File: src/rtl/neighbor_index_gen_v3_if.sv
// neighbor_index_gen_v3_if: candidate beat stream between the neighbour index generator and its consumer.
// Signals: out_valid/out_ready handshake, out_last final-beat flag, out_phase (1 single, 2 pair),
// row1/row2 changed variable indices, col1/col2 new symbols, div_col1/div_col2 reference symbols.
// Modports: master (generator side), slave (consumer side).
interface neighbor_index_gen_v3_if #(
    parameter int J = 14,
    parameter int A = 2
);
    localparam int AWIDTH  = $clog2(A) + 1;
    localparam int J_WIDTH = $clog2(J) + 1;

    logic               out_valid;
    logic               out_ready;
    logic               out_last;
    logic [1:0]         out_phase;
    logic [J_WIDTH-1:0] row1;
    logic [J_WIDTH-1:0] row2;
    logic [AWIDTH-1:0]  col1;
    logic [AWIDTH-1:0]  col2;
    logic [AWIDTH-1:0]  div_col1;
    logic [AWIDTH-1:0]  div_col2;

    modport master (
        output out_valid, out_last, out_phase, row1, row2, col1, col2, div_col1, div_col2,
        input  out_ready
    );

    modport slave (
        input  out_valid, out_last, out_phase, row1, row2, col1, col2, div_col1, div_col2,
        output out_ready
    );
endinterface

File: src/rtl/neighbor_index_gen_v3.sv
// neighbor_index_gen_v3: enumerates every single- and pair-variable neighbour of a captured
// reference assignment x0 and streams them as multiplier/divisor row/column index beats.
// Ports: clk; rst_n (synchronous, active-low); x_initial/x_initial_tvalid capture x0 while not busy;
// start/mode/J_index/j_active launch an enumeration (snapshotted at start); abort cancels it;
// out_if (master) carries the candidate beats; busy, done (one-cycle pulse) and cand_count
// (handshakes since the last accepted start) report progress.
module neighbor_index_gen_v3 #(
    parameter int J = 14,
    parameter int A = 2,
    localparam int AWIDTH  = $clog2(A) + 1,
    localparam int J_WIDTH = $clog2(J) + 1,
    localparam int CNT_W   = 2 * J_WIDTH + 2 * AWIDTH
) (
    input  logic                    clk,
    input  logic                    rst_n,
    input  logic [J*AWIDTH-1:0]     x_initial,
    input  logic                    x_initial_tvalid,
    input  logic                    start,
    input  logic [1:0]              mode,
    input  logic [J_WIDTH-1:0]      J_index,
    input  logic [J_WIDTH-1:0]      j_active,
    input  logic                    abort,
    neighbor_index_gen_v3_if.master out_if,
    output logic                    busy,
    output logic                    done,
    output logic [CNT_W-1:0]        cand_count
);
    // One extra bit so stepping past the last variable (j+2) never wraps.
    localparam int JX = J_WIDTH + 1;
    localparam int AX = AWIDTH + 1;
    localparam logic [AWIDTH-1:0] DMAX = AWIDTH'(A - 1);
    localparam logic [AWIDTH-1:0] ONE  = AWIDTH'(1);

    typedef enum logic [1:0] {IDLE, SINGLE, PAIR, DONE} state_t;

    state_t              state_q, state_d;
    logic [J*AWIDTH-1:0] x0_q;
    logic [J_WIDTH-1:0]  ji_q, ja_q, j1_q, j2_q;
    logic [1:0]          mode_q;
    logic [AWIDTH-1:0]   d1_q, d2_q;
    logic [CNT_W-1:0]    cnt_q;

    logic [JX-1:0]       first_in, second_in, ja_in, first_q, second_q, jaq, j1n, j2n;
    logic                single_start, pair_start, single_end, pair_end, pairs_follow;
    logic                d1_max, d2_max, valid, hs, accept;
    logic [AWIDTH-1:0]   s1, s2;

    // Next eligible index after j: only one variable can be excluded, so skip at most one.
    function automatic logic [JX-1:0] nxt(input logic [JX-1:0] j, input logic [J_WIDTH-1:0] ex);
        return (j + JX'(1) == JX'(ex)) ? j + JX'(2) : j + JX'(1);
    endfunction

    function automatic logic [AWIDTH-1:0] sym(input logic [J*AWIDTH-1:0] x, input logic [J_WIDTH-1:0] j);
        logic [AWIDTH-1:0] s;
        s = '0;
        for (int i = 0; i < J; i++)
            if (j == J_WIDTH'(i)) s = x[i*AWIDTH +: AWIDTH];
        return s;
    endfunction

    // (s + d) mod A in one extra bit so the sum cannot overflow for any A.
    function automatic logic [AWIDTH-1:0] inc(input logic [AWIDTH-1:0] s, input logic [AWIDTH-1:0] d);
        logic [AX-1:0] t;
        t = {1'b0, s} + {1'b0, d};
        return AWIDTH'(t >= AX'(A) ? t - AX'(A) : t);
    endfunction

    always_comb begin
        first_in     = (J_index == '0) ? JX'(1) : JX'(0);
        second_in    = nxt(first_in, J_index);
        ja_in        = JX'(j_active);
        // n >= 1 iff the first eligible index is active; n >= 2 likewise for the second.
        single_start = (mode == 2'd1 || mode == 2'd2) && first_in < ja_in;
        pair_start   = mode[1] && second_in < ja_in;
        first_q      = (ji_q == '0) ? JX'(1) : JX'(0);
        second_q     = nxt(first_q, ji_q);
        jaq          = JX'(ja_q);
        j1n          = nxt({1'b0, j1_q}, ji_q);
        j2n          = nxt({1'b0, j2_q}, ji_q);
        d1_max       = d1_q == DMAX;
        d2_max       = d2_q == DMAX;
        single_end   = d1_max && j1n >= jaq;
        // Final pair: j2 is the last eligible index and j1 sits directly before it.
        pair_end     = d1_max && d2_max && j2n >= jaq && j1n == {1'b0, j2_q};
        pairs_follow = mode_q == 2'd2 && second_q < jaq;
        valid        = state_q == SINGLE || state_q == PAIR;
        hs           = valid && out_if.out_ready && !abort;
        accept       = !valid && start && !abort;
        s1           = sym(x0_q, j1_q);
        s2           = sym(x0_q, j2_q);
    end

    always_ff @(posedge clk) begin
        if (!rst_n) state_q <= IDLE;
        else        state_q <= state_d;
    end

    always_comb begin
        state_d = state_q;
        case (state_q)
            IDLE, DONE: state_d = !start ? IDLE : single_start ? SINGLE : pair_start ? PAIR : DONE;
            SINGLE:     if (hs && single_end) state_d = pairs_follow ? PAIR : DONE;
            PAIR:       if (hs && pair_end) state_d = DONE;
            default:    state_d = IDLE;
        endcase
        if (abort) state_d = IDLE;
    end

    always_ff @(posedge clk) begin
        if (!rst_n) begin
            x0_q   <= '0;
            ji_q   <= '0;
            ja_q   <= '0;
            mode_q <= '0;
            j1_q   <= '0;
            j2_q   <= '0;
            d1_q   <= '0;
            d2_q   <= '0;
            cnt_q  <= '0;
        end else begin
            if (!valid && x_initial_tvalid) x0_q <= x_initial;
            if (accept) begin
                ji_q   <= J_index;
                ja_q   <= j_active;
                mode_q <= mode;
                cnt_q  <= '0;
                j1_q   <= J_WIDTH'(first_in);
                j2_q   <= J_WIDTH'(second_in);
                d1_q   <= ONE;
                d2_q   <= ONE;
            end else if (hs) begin
                cnt_q <= cnt_q + CNT_W'(1);
                if (state_q == SINGLE) begin
                    if (single_end) begin
                        // Preload the first pair so the pair phase starts without a bubble.
                        j1_q <= J_WIDTH'(first_q);
                        j2_q <= J_WIDTH'(second_q);
                        d1_q <= ONE;
                        d2_q <= ONE;
                    end else if (d1_max) begin
                        j1_q <= J_WIDTH'(j1n);
                        d1_q <= ONE;
                    end else begin
                        d1_q <= d1_q + ONE;
                    end
                end else begin
                    d2_q <= d2_max ? ONE : d2_q + ONE;
                    if (d2_max) begin
                        d1_q <= d1_max ? ONE : d1_q + ONE;
                        if (d1_max) begin
                            if (j2n < jaq) begin
                                j2_q <= J_WIDTH'(j2n);
                            end else begin
                                j1_q <= J_WIDTH'(j1n);
                                j2_q <= J_WIDTH'(nxt(j1n, ji_q));
                            end
                        end
                    end
                end
            end
        end
    end

    // Beat fields are decoded from registered position and x0, so they hold during stalls.
    always_comb begin
        out_if.out_valid = valid;
        out_if.out_phase = state_q == SINGLE ? 2'd1 : state_q == PAIR ? 2'd2 : 2'd0;
        out_if.out_last  = state_q == SINGLE ? single_end && !pairs_follow : state_q == PAIR && pair_end;
        out_if.row1      = valid ? j1_q : '0;
        out_if.col1      = valid ? inc(s1, d1_q) : '0;
        out_if.div_col1  = valid ? s1 : '0;
        out_if.row2      = state_q == PAIR ? j2_q : '0;
        out_if.col2      = state_q == PAIR ? inc(s2, d2_q) : '0;
        out_if.div_col2  = state_q == PAIR ? s2 : '0;
        busy             = valid;
        done             = state_q == DONE;
    end

    assign cand_count = cnt_q;
endmodule

File: src/flat_wrapper.sv
// flat-port wrapper written by rule: the top's interface ports become plain ports
module neighbor_index_gen_v3_flat 
#(
    parameter int J = 14,
    parameter int A = 2,
    localparam int AWIDTH  = $clog2(A) + 1,
    localparam int J_WIDTH = $clog2(J) + 1,
    localparam int CNT_W   = 2 * J_WIDTH + 2 * AWIDTH
)
  (clk, rst_n, x_initial, x_initial_tvalid, start, mode, J_index, j_active, abort, busy, done, cand_count, out_if_out_valid, out_if_out_last, out_if_out_phase, out_if_row1, out_if_row2, out_if_col1, out_if_col2, out_if_div_col1, out_if_div_col2, out_if_out_ready);
  neighbor_index_gen_v3_if #(.J(J), .A(A)) out_if_i ();
  input  logic clk;
  input  logic rst_n;
  input  logic [J*AWIDTH-1:0] x_initial;
  input  logic x_initial_tvalid;
  input  logic start;
  input  logic [1:0] mode;
  input  logic [J_WIDTH-1:0] J_index;
  input  logic [J_WIDTH-1:0] j_active;
  input  logic abort;
  output logic busy;
  output logic done;
  output logic [CNT_W-1:0] cand_count;
  output wire logic [$bits(out_if_i.out_valid)-1:0] out_if_out_valid;
  output wire logic [$bits(out_if_i.out_last)-1:0] out_if_out_last;
  output wire logic [$bits(out_if_i.out_phase)-1:0] out_if_out_phase;
  output wire logic [$bits(out_if_i.row1)-1:0] out_if_row1;
  output wire logic [$bits(out_if_i.row2)-1:0] out_if_row2;
  output wire logic [$bits(out_if_i.col1)-1:0] out_if_col1;
  output wire logic [$bits(out_if_i.col2)-1:0] out_if_col2;
  output wire logic [$bits(out_if_i.div_col1)-1:0] out_if_div_col1;
  output wire logic [$bits(out_if_i.div_col2)-1:0] out_if_div_col2;
  input wire logic [$bits(out_if_i.out_ready)-1:0] out_if_out_ready;
  assign out_if_out_valid = out_if_i.out_valid;
  assign out_if_out_last = out_if_i.out_last;
  assign out_if_out_phase = out_if_i.out_phase;
  assign out_if_row1 = out_if_i.row1;
  assign out_if_row2 = out_if_i.row2;
  assign out_if_col1 = out_if_i.col1;
  assign out_if_col2 = out_if_i.col2;
  assign out_if_div_col1 = out_if_i.div_col1;
  assign out_if_div_col2 = out_if_i.div_col2;
  assign out_if_i.out_ready = out_if_out_ready;
  neighbor_index_gen_v3 #(.J(J), .A(A)) u_core (.clk(clk), .rst_n(rst_n), .x_initial(x_initial), .x_initial_tvalid(x_initial_tvalid), .start(start), .mode(mode), .J_index(J_index), .j_active(j_active), .abort(abort), .out_if(out_if_i), .busy(busy), .done(done), .cand_count(cand_count));
endmodule
File: config.mk
export PLATFORM = sky130hd
export DESIGN_NAME = neighbor_index_gen_v3_flat
export DESIGN_NICKNAME = d
export VERILOG_FILES = /design/src/rtl/neighbor_index_gen_v3_if.sv /design/src/rtl/neighbor_index_gen_v3.sv /design/src/flat_wrapper.sv
export SDC_FILE = /design/constraint.sdc
export NUM_CORES = 1
export LEC_CHECK = 0
export CELL_PAD_IN_SITES_DETAIL_PLACEMENT = 0
export CELL_PAD_IN_SITES_GLOBAL_PLACEMENT = 1
export CORE_MARGIN = 2
export CORE_UTILIZATION = 40
export CTS_CLUSTER_SIZE = 10
export DETAILED_ROUTE_END_ITERATION = 10
export DONT_BUFFER_PORTS = 1
export GPL_TIMING_DRIVEN = 0
export PLACE_DENSITY = 0.8
export SLEW_MARGIN = 20
export SYNTH_ARGS = -nofsm -noshare
export SYNTH_HDL_FRONTEND = slang
export SYNTH_SLANG_ARGS = --single-unit
File: constraint.sdc
create_clock -name clk -period 8.4 [get_ports clk]
set_input_delay 0.84 -clock clk [delete_from_list [all_inputs] [get_ports clk]]
set_output_delay 0.84 -clock clk [all_outputs]
set_load 0.05 [all_outputs]
==> metrics.csv <==
metric;value;unit
clk_pin_slew;50;ps
grt_pass1_wl;26.61;mm
worstMarginPinSlew;969.8;ps
antenna_found_initial;0;
relSlewSlack;35.21;%
nFillCells;1334;
drc;0;
synth-main-ff-cell;dfxtp_1;
yosys_warnings;0;
yosys-top-cells-count;nand2_1 (144), a21oi_1 (90), dfxtp_1 (70);
fin_skew;7.834;ps
rsz0062_at_grt;false;
cts_resized;0;
synth_cells;739;
power.density;193.4;nW/µm²
crit_path_start_kind;flip-flop;
finalCritPeriodShare;71.31;%
yosys.area_share.adder;8.536;%
final_nets;831;
cp.required;7560;ps
grt_pass1_vias;5246;
grt-ovfl-total;0;
first_pass_iters;5;
cts_sinks;70;
viasPerCell;5.752;
final_util;44.75;%
criticalPathCategory;flip-flop to output pin;
antennaDiodeCount;0;
timing.fmax;166.9;MHz
yosysSeqAreaShare;26.41;%
status;completed;
wl_met2;7.786;mm
die_area;14200;µm²
finalWorstSetupSlack;2410;ps
track_usage;23.64;%
synth_top_family_by_area;simple AND/OR/NAND/NOR gates;
ioPinCount;84;
dp_slack;2863;ps
synth_nets;820;
synth_top_area_share;26.41;%
yosysMostFrequentCell;nand2_1;
setup_violations;0;
start_util;40.55;%
ir_drop;111.7;µV
ant_nets;0;
drt_iter0_drc;230;
route.met3.wl;988;µm
top_layer_used;met4;
min_from;u_core.mode_q[0];
postSynth.asyncResetShare;0;%
syn_area;5306;µm²
synth_area_leader_cell;dfxtp_1;
p_total;1132;µW
whs_endpoint;u_core.mode_q[0];
hold_depth;2;
place.gp.congestion;0.8847;
finalSetupTns;0;ps
muxShareOfSynthArea;2.782;%
drive_gt1_share;4.901;%
synth-seq-cells;70;
cp_max_fo;7;
synth_xor_xnor_area_share;6.366;%
cts_tree;built;
cts_buffers;9;
rows;42;
grt_max_degree;13;
min_path_type;flip-flop to flip-flop;
synthDistinctLibCells;73;
cp-end-kind;output pin;
cap_violations;0;
insertion_delay;350;ps
clock_path_buffers;2;
synth_area_leaders;dfxtp_1 (26%), nand2_1 (10%), a21oi_1 (8.5%), ha_1 (7.8%), nor2_1 (3.9%);
reg2reg_slack;3560;ps
hpwl;12.81;mm
postCtsHoldBufs;0;
core;13090;µm²
place.port_buffers;0;
cp.arrival;5150;ps
drt_wl_total;16.50;mm
wl_met1;7.293;mm
finalHoldViolations;0;
synth.avg_cell_area;7.180;µm²
area_growth;10.35;%
htreeDepth;3;
die_h;119.2;µm
vias;5355;
cts_setup_buffers;0;
slew_viol_final;0;
synth-simple-area-share;27.12;%
multi_input_area;3606;µm²
rr_endpoint;u_core.j2_q[3];
cts_root_buf;clkbuf_16;
synth_compound_area_share;22.80;%
period_minus_slack;5990;ps
synth_edf_count;0;
r2r-start;u_core.j2_q[0];
routedWlPerCell;17.72;µm
regArea;1401;µm²
die_w;119.2;µm
power_leakage;0.002167;µW
rr_worst_depth;17;
## layout make-up
type                            count  area share, %
Clock buffer                       11          4.316
Inverter                           33          2.115
Sequential cell                    70          23.93
Buffer                             48          3.312
Tap cell                          176          3.761
Multi-Input combinational cell    588          61.58
Clock inverter                      5         0.9829
## worst max-delay path, cell delays in order, from the launching register on
cell and delay [ps]:
dfxtp_1 360, clkbuf_1 320, inv_1 200, ha_1 370, xor2_1 150, nor3_1 350, nand2_1 210, mux2_2 360
ha_1 290, nor2b_1 120, o21ai_0 90, a21oi_1 160, a211oi_1 80, o21ai_1 270, a31oi_1 80, or4_1 590
o32ai_2 800
## logic make-up after synthesis
logic type	after synthesis
adders and majority gates	35
DFF	70
AOI/OAI and AO/OA	194
and+or+nand+nor	309
buffers and inverters	81
xor gates and xnor gates	37
muxes	13
## layer usage
| layer | track usage [%] | vias to the layer above |
|---|---|---|
| li1 | - | 2588 |
| met1 | 29.37 | 2578 |
| met2 | 39.40 | 159 |
| met3 | 5.460 | 30 |
| met4 | 9.598 | 0 |
| met5 | 0 | - |
## worst max-delay path by stage
stage	slack [ps]	depth (start not counted)	end	startpoint
2_1_floorplan	3040	16	out_if_out_last	u_core.j2_q[0]
3_3_place_gp	2340	16	out_if_out_last	u_core.j2_q[0]
3_5_place_dp	2860	16	out_if_out_last	u_core.j2_q[0]
4_1_cts	2470	16	out_if_out_last	u_core.j2_q[0]
5_1_grt	2090	16	out_if_out_last	u_core.j2_q[0]
6_report	2410	16	out_if_out_last	u_core.j2_q[0]
## sequential cells by signal, summed over array words and instances (netlist names)
register           cells
u_core.mode_q          2
u_core.state_q         2
u_core.j2_q            5
u_core.j1_q            5
u_core.x0_q           28
u_core.d1_q            2
u_core.ji_q            5
u_core.cand_count     14
u_core.ja_q            5
u_core.d2_q            2
## power by group
part | switching [µW] | total, µW | internal [µW]
Clock | 152 | 398 | 246
Combinational | 233 | 360 | 127
Sequential | 21.8 | 374 | 353
## through the flow
stage	instances	instance area, µm²	hold slack [ps]
final	931	5856	456.9
after global routing	931	5856	490.3
after CTS	931	5854	457.8
after detailed placement	915	5544	450.9
after global placement	915	5527	439.1
after floorplan	739	5306	431.2
## cell usage in the layout (no fill, tap or decap), types with 4 or more instances in the layout
master,count
dfxtp_1,70
nor3b_1,6
clkbuf_1,40
nand3b_1,7
inv_1,31
xor2_1,16
a2111oi_0,4
ha_1,33
and2_1,17
o211ai_1,4
nand2_1,144
xnor2_1,20
a211oi_1,5
a21oi_1,90
a21o_1,5
nor2b_1,14
nand2b_1,8
or3_1,7
o21ai_1,7
a31oi_1,5
nor4_1,5
a221oi_1,5
nand4_1,7
nor2_1,55
nand3_1,13
clkbuf_16,9
mux2i_1,10
nor3_1,12
o21ai_0,32
buf_1,4
Power figures use the tool's default switching activity.
